## config.mk

```make
export PLATFORM = sky130hd
export DESIGN_NAME = vol_ctrl
export DESIGN_NICKNAME = d
export VERILOG_FILES = /design/src/rtl/vol_pkg.sv /design/src/rtl/vol_mult.sv /design/src/rtl/vol_ctrl.sv
export SDC_FILE = /design/constraint.sdc
export NUM_CORES = 1
export LEC_CHECK = 0
export CAP_MARGIN = 20
export CORE_ASPECT_RATIO = 1.75
export CORE_UTILIZATION = 52
export DETAILED_ROUTE_END_ITERATION = 8
export PLACE_DENSITY = 0.72
export SETUP_SLACK_MARGIN = 0.4
export SLEW_MARGIN = 20
export SYNTH_ARGS = -nofsm -noshare
export SYNTH_HDL_FRONTEND = slang
export SYNTH_SLANG_ARGS = --single-unit
```

## constraint.sdc

```tcl
create_clock -name clk -period 12.8 [get_ports clk]
set_input_delay 3.2 -clock clk [delete_from_list [all_inputs] [get_ports clk]]
set_output_delay 3.2 -clock clk [all_outputs]
set_load 0.02 [all_outputs]
```

## src/rtl/vol_pkg.sv

```systemverilog
// Shared widths, FSM state encoding and the gain slew helper for the stereo volume controller.
package vol_pkg;

   localparam int GAIN_W  = 12;
   localparam int AUD_W   = 16;
   localparam int PROD_W  = 29;
   localparam int OUT_LSB = 12;

   typedef enum logic [1:0] {
      IDLE  = 2'd0,
      MUL_L = 2'd1,
      MUL_R = 2'd2,
      DONE  = 2'd3
   } state_e;

   // Compared one bit wider than the gain so gain+step and gain-step cannot wrap.
   function automatic logic [GAIN_W-1:0] slew(input logic [GAIN_W-1:0] gain,
                                              input logic [GAIN_W-1:0] pot,
                                              input logic [GAIN_W:0]   step);
      logic [GAIN_W:0] g;
      logic [GAIN_W:0] p;
      g = {1'b0, gain};
      p = {1'b0, pot};
      if (p > g + step) begin
         slew = gain + step[GAIN_W-1:0];
      end else if ((g >= step) && (p < g - step)) begin
         slew = gain - step[GAIN_W-1:0];
      end else begin
         slew = pot;
      end
   endfunction

endpackage

```

## src/rtl/vol_mult.sv

```systemverilog
// Registered signed multiplier: unsigned gain (zero-extended to 13 bits) times a signed audio sample.
module vol_mult
   import vol_pkg::*;
(
   input  logic                     clk,
   input  logic                     rst_n,
   input  logic signed [GAIN_W:0]   op_a,
   input  logic signed [AUD_W-1:0]  op_b,
   output logic signed [PROD_W-1:0] prod
);

   logic signed [PROD_W-1:0] prod_d;
   logic signed [PROD_W-1:0] prod_q;

   always_comb begin
      prod_d = PROD_W'(op_a) * PROD_W'(op_b);
   end

   always_ff @(posedge clk or negedge rst_n) begin
      if (!rst_n) begin
         prod_q <= '0;
      end else begin
         prod_q <= prod_d;
      end
   end

   assign prod = prod_q;

endmodule

```

## src/rtl/vol_ctrl.sv

```systemverilog
// Stereo volume controller: one shared multiplier, slew-limited gain stepped once per sample pair.
//
// state | meaning
// IDLE  | waiting for in_vld; on accept latch samples and step gain
// MUL_L | multiplier operands are gain and left sample
// MUL_R | operands gain and right; left product lands in lft_out
// DONE  | right product lands in rht_out; out_vld follows in IDLE
module vol_ctrl
   import vol_pkg::*;
#(
   parameter int unsigned STEP = 8
) (
   input  logic              clk,
   input  logic              rst_n,
   input  logic [GAIN_W-1:0] pot,
   input  logic              in_vld,
   input  logic [AUD_W-1:0]  lft_in,
   input  logic [AUD_W-1:0]  rht_in,
   output logic [AUD_W-1:0]  lft_out,
   output logic [AUD_W-1:0]  rht_out,
   output logic              out_vld,
   output logic              busy,
   output logic              ovr
);

   localparam logic [GAIN_W:0] STEP_W = (GAIN_W+1)'(STEP);

   state_e              state_q, state_d;
   logic [GAIN_W-1:0]   gain_q, gain_d;
   logic [AUD_W-1:0]    lft_smp_q, lft_smp_d;
   logic [AUD_W-1:0]    rht_smp_q, rht_smp_d;
   logic [AUD_W-1:0]    lft_out_q, lft_out_d;
   logic [AUD_W-1:0]    rht_out_q, rht_out_d;
   logic                out_vld_q, out_vld_d;
   logic                ovr_q, ovr_d;

   logic signed [GAIN_W:0]   mul_a;
   logic signed [AUD_W-1:0]  mul_b;
   logic signed [PROD_W-1:0] prod;
   logic [AUD_W-1:0]         prod_out;
   logic                     unused_prod_bits;

   // Gain is unsigned, so the product never reaches bit 28; no saturation needed.
   assign prod_out         = prod[OUT_LSB+AUD_W-1:OUT_LSB];
   assign unused_prod_bits = ^{prod[PROD_W-1], prod[OUT_LSB-1:0]};

   always_comb begin
      mul_a = signed'({1'b0, gain_q});
      mul_b = (state_q == MUL_L) ? signed'(lft_smp_q) : signed'(rht_smp_q);
   end

   vol_mult u_mult (
      .clk   (clk),
      .rst_n (rst_n),
      .op_a  (mul_a),
      .op_b  (mul_b),
      .prod  (prod)
   );

   always_comb begin
      state_d   = state_q;
      gain_d    = gain_q;
      lft_smp_d = lft_smp_q;
      rht_smp_d = rht_smp_q;
      lft_out_d = lft_out_q;
      rht_out_d = rht_out_q;
      out_vld_d = (state_q == DONE);
      ovr_d     = ovr_q | (in_vld && (state_q != IDLE));
      unique case (state_q)
         IDLE: begin
            if (in_vld) begin
               lft_smp_d = lft_in;
               rht_smp_d = rht_in;
               gain_d    = slew(gain_q, pot, STEP_W);
               state_d   = MUL_L;
            end
         end
         MUL_L: state_d = MUL_R;
         MUL_R: begin
            lft_out_d = prod_out;
            state_d   = DONE;
         end
         DONE: begin
            rht_out_d = prod_out;
            state_d   = IDLE;
         end
         default: state_d = IDLE;
      endcase
   end

   always_ff @(posedge clk or negedge rst_n) begin
      if (!rst_n) begin
         state_q   <= IDLE;
         gain_q    <= '0;
         lft_smp_q <= '0;
         rht_smp_q <= '0;
         lft_out_q <= '0;
         rht_out_q <= '0;
         out_vld_q <= 1'b0;
         ovr_q     <= 1'b0;
      end else begin
         state_q   <= state_d;
         gain_q    <= gain_d;
         lft_smp_q <= lft_smp_d;
         rht_smp_q <= rht_smp_d;
         lft_out_q <= lft_out_d;
         rht_out_q <= rht_out_d;
         out_vld_q <= out_vld_d;
         ovr_q     <= ovr_d;
      end
   end

   assign lft_out = lft_out_q;
   assign rht_out = rht_out_q;
   assign out_vld = out_vld_q;
   assign busy    = (state_q != IDLE);
   assign ovr     = ovr_q;

endmodule

```

After elaboration in Yosys (flattened, before gate mapping):

Index checks and enable logic that the tools add are counted.
W data, S select, Z words.

* flip-flop bits (word level): 108
* input bits: 47
* output and inout port bits: 35

* $add $sub $neg: 4
* multiply operators: 1
* $lt $le $gt $ge: 3
* equal/unequal tests: 4
* multiplexer cells: 5
* bitwise operators: 1
* reduce and logical (&&, ||, !) cells: 5

Operator list (count)
* $mul A13 B16 Y28: 1
* $mux W12: 2
* $mux W16: 1
* $add A12 B4 Y13 const B: 1
* $gt A12 B13 Y1: 1
* $lt A12 B13 Y1: 1
* $sub A12 B4 Y13 const B: 1
* $add A12 B4 Y12 const B: 1
* $ge A12 B4 Y1 const B: 1
* $sub A12 B4 Y12 const B: 1
* $pmux W2 S4: 1
* $eq A2 B2 Y1 const B: 2
* $eq A2 B1 Y1 const B: 1
* $logic_and A1 B1 Y1: 2
* $logic_not A2 Y1: 1
* $mux W2: 1
* $ne A2 B2 Y1 const B: 1
* $reduce_and A2 Y1: 1
* $reduce_bool A2 Y1: 1
* $or A1 B1 Y1: 1

Logic depth before layout (Yosys ltp):

* depth after elaboration: 5
* mapped depth: 26
* depth with buffers taken out: 23

Hierarchy:

From an unflattened synthesis, not the netlist that was laid out.

* cell total of the unflattened synthesis: 1278
* area, all modules: 12600.8 um2

By module, submodules not included
* vol_mult: times used 1, cells an instance 871, area each 8389.3 um2, seq. area each 725.7 um2
* vol_ctrl: times used 1, cells an instance 407, area each 4211.5 um2, seq. area each 2001.9 um2

Worst setup path before layout:

Ideal clock, no wire load.

* path type: flip-flop to flip-flop
* from: register state_q[1]
* to: register u_mult.prod_q[27] (netlist: u_mult.prod[27])
* setup time: 80 ps
* arrival time: 6151 ps
* data required time: 12720 ps
* path slack: 6569 ps
* cell stages (with the launch flop): 27
* buffers on the path: 4
* cells stage by stage: dfrtp_1 inv_1 ha_1 buf_6 clkbuf_1 mux2_2 clkbuf_1 nand2_1 inv_1 fa_1 inv_1 fa_1 inv_1 fa_1 fa_1 inv_1 fa_1 inv_1 ha_1 clkbuf_1 a21o_1 a21o_1 a221oi_1 o21a_1 o31ai_4 a31oi_1 xnor2_1

* longest elaborated chain between the ends: 3

Ends and longest elaborated chain
* from (decl): line vol_ctrl.sv:28 `state_e state_q, state_d;`
* from (signal assigned): line vol_ctrl.sv:102 `state_q <= state_d;`
* $eq A2 B1 Y1: line vol_ctrl.sv:49 `mul_b = (state_q == MUL_L) ? signed'(lft_smp_q) : signed'(rht_smp_q);`
* $mux W16: line vol_ctrl.sv:49
* $mul A13 B16 Y28: line vol_mult.sv:16 `prod_d = PROD_W'(op_a) * PROD_W'(op_b);`
* net u_mult.prod_d[27]: line vol_mult.sv:12 `logic signed [PROD_W-1:0] prod_d;`
* to (signal assigned): line vol_mult.sv:23 `prod_q <= prod_d;`
* to (decl): line vol_mult.sv:13 `logic signed [PROD_W-1:0] prod_q;`

The timed path passes the listed nets, and every way through them passes these cells.
A chain may end at the register's enable or synchronous reset.

Worst setup path in the final report:

* from: register state_q[1]
* to: register u_mult.prod_q[26] (netlist: u_mult.prod[26])

The elaborated chain is that of the path after synthesis.

==> metrics.md <==
| Metric | Value |
|---|---|
| Post-synthesis compound-gate area fraction | 0.0642 |
| Chip Width | 115 um |
| Share of the synthesized area in the top cell type | 0.299 |
| Commonest cells post-synth | inv_1 (251), fa_1 (174), nand2_1 (103), dfrtp_1 (96), ha_1 (86) |
| Cts hold-fix bufs | 0 |
| Mapped Nets | 1,476 |
| Avg Cell Area, Syn | 9.96 um2 |
| F_max | 0.155 GHz |
| Largest family of logic cells by synthesized area | adder cells |
| Io pins | 82 |
| Top cells by area, synth | fa_1 (30%), dfrtp_1 (21%), ha_1 (9.2%) |
| Post-synth top area cell | fa_1 |
| CTS max path bufs | 2 |
| Largest net degree at the start of global routing | 77 |
| Max-capacitance violation count | 0 |
| Final period util | 0.504 |
| TritonCTS clock tree | yes |
| RSZ-0062 raised after global routing | false |
| Layout cells sized above 1 | 0.0989 |
| XOR/XNOR Fraction of Synth Area | 0.0278 |
| First-pass GRT wire length | 44.2 mm |
| Worst setup SP type | flip-flop |
| Clock root buffer | clkbuf_16 |
| Post-Synth Simple-Gate Area | 0.115 |
| Setup repair bufs after CTS | 0 |
| Wire length per cell | 17.2 um |
| Status | complete, no violations |
| Critical Path Fanout Max | 26 |
| Cells after Synth | 1,169 |
| Total CTS buffers | 9 |
| # resized after CTS | 0 |
| Dominant synthesized flop cell | dfrtp_1 |
| Hold Path End | ovr$_DFF_PN0_ |
| Async set-reset flop share out of synthesis | 1.00 |
| Final Non-Filler Cells | 1,520 |
| Ant diodes | 0 |
| Core outline area | 0.0221 mm2 |
| Final Net Count | 1,526 |
| Critical Path RT | 13.05 ns |
| Hold_sp | ovr$_DFF_PN0_ |
| H-tree depth | 3 |
| Kind of critical path | reg -> reg |
| Yosys cell types | 65 |
| Slew HR | 0.321 |
| Initial Util | 0.527 |
| Vias | 8,188 |
| Drt total wl | 26.2 mm |
| EDFF count, synth | 0 |
| Worst path slowest cell | fa_1 |
| Count leader, synth | inv_1 |
| Vias per inst | 5.39 |
| Worst hold path depth | 1 |
| Synth Area in Adders | 0.392 |
| Synth Cell Area | 0.0116 mm2 |
| PortBufs | 81 |
| Die Area | 0.0230 mm2 |
| CP endpoint kind | flip-flop |
| Worst slew pin tran | 1.02 ns |
| Rows | 72 |
| Worst hold path type | reg -> reg |
| Clock Latency Late Sink | 0.38 ns |
| Final Skew | 0.0142 ns |
| Sequential share of the synthesized area | 0.206 |
| CP max stage delay | 0.53 ns |
| GPL Wtd Cong | 0.869 |
| Clk sinks | 96 |
| Number of synthesis warnings | 0 |
| Max-slew violation count | 0 |
| Reg2reg setup slack | 6.35 ns |
| Aggregate global-route resource usage | 0.255 |
| Final Critical Period | 6.45 ns |
| Initial DRT Pass Iterations | 5 |
| Drt drc | 0 |
| Hold Violations, Final | 0 |
| Multiplexer area fraction after synthesis | 0.0963 |
| Detail Placement HPWL | 21.4 mm |
| Worst path cell trace | inv_1 > ha_1 > buf_4 > mux2_2 > and2_1 > fa_1 > inv_1 > fa_1 > inv_1 > fa_1 > fa_1 > inv_1 > fa_1 > inv_1 > ha_1 > o21ai_0 > o21bai_1 > a211oi_1 > o2bb2ai_2 > o41ai_2 > o221ai_1 > xnor2_1 |
| Routed Antenna Nets | 0 |
| Grt total ovfl | 0 |
| Crit path max-delay family | adder cells |
| Buf+Inv Stages, Crit Path | 6 |
| Clock-pin slew on the worst setup and hold paths | 0.07 ns |
| Initial antenna violation count | 0 |
| R2R Path Start | state_q[1]$_DFFE_PN0P_ |
| R2r worst-path depth | 22 |
| Vias in the first global route | 9,094 |
| Placed Cells | 1,504 |
| Fin Setup TNS | 0 ns |
| DRT iter0 DRCs | 430 |
| Crit path arrival time | 6.70 ns |
| Die span in y | 200 um |
| Layout area overhead | 11.4% |
| Endpoints failing setup | 0 |
| FF-to-FF End | u_mult.prod[26]$_DFF_PN0_ |
| Flops & latches, synth | 96 |
state kept, by name (all words and copies together) (netlist names):
name,cells
lft_out,16
rht_smp_q,16
u_mult.prod,16
lft_smp_q,16
out_vld,1
gain_q,12
state_q,2
rht_out,16
ovr,1
stage by stage:
step                      area (um2)  utilization  worst slack (ns)  hold WS (ns)
final                          13000        0.587              6.35         0.463
after global routing           13000        0.587              6.03         0.489
after CTS                      13000        0.587              6.37         0.463
after detailed placement       12700        0.574              6.39         0.447
after global placement         12700        0.574              6.52         0.437
after floorplan                11600            -              6.57         0.474
logic make-up after synthesis:
logic type | Yosys count
XOR/XNOR | 37
multiplexers | 101
adder cells (fa/ha/maj) | 260
flip-flops | 96
AO/OA/AOI/OAI | 102
buffers and inverters | 300
AND/OR/NAND/NOR | 273
final cells by class:
class | instances | area, um2
inverters | 253 | 950
fillers | 1873 | 9110
repair buffers | 86 | 846
flip-flops and latches | 96 | 2400
well taps | 296 | 370
clock buffers | 9 | 225
multi-input cells | 773 | 8100
clock inverters | 7 | 75.1
worst max-delay path by stage:
stage                                 startpoint                        end  slack, ns  depth (start not counted)
after global placement    state_q[1]$_DFFE_PN0P_  u_mult.prod[27]$_DFF_PN0_       6.52                         22
after global routing      state_q[1]$_DFFE_PN0P_  u_mult.prod[26]$_DFF_PN0_       6.03                         22
final                     state_q[1]$_DFFE_PN0P_  u_mult.prod[26]$_DFF_PN0_       6.35                         22
after floorplan           state_q[1]$_DFFE_PN0P_  u_mult.prod[27]$_DFF_PN0_       6.57                         26
after detailed placement  state_q[1]$_DFFE_PN0P_  u_mult.prod[26]$_DFF_PN0_       6.39                         22
after CTS                 state_q[1]$_DFFE_PN0P_  u_mult.prod[26]$_DFF_PN0_       6.37                         22
placed cells by master (no fill, tap or decap), drive strengths merged, types with 4 or more instances in the layout:
cell / count
inv: 256
fa: 174
nand2: 103
dfrtp: 96
ha: 86
mux2: 85
clkdlybuf4s50: 80
and2: 62
nor2: 50
xnor2: 27
a21oi: 23
a21o: 20
mux2i: 16
o21ai: 15
nor2b: 10
nand3: 10
xor2: 10
clkbuf: 9
nand2b: 7
o211ai: 7
a211o: 6
nand4: 6
buf: 6
nor3: 6
and3: 4
metal layers:
layer,global-route usage,part of all wire,up-vias
li1,-,-,3722
met1,0.268,0.36,4157
met2,0.484,0.56,236
met3,0.0399,0.036,73
met4,0.132,0.041,0
met5,0,0,-
Power is not shown: default switching activity piles up to over one toggle a cycle in this logic, so the estimate is an artifact.
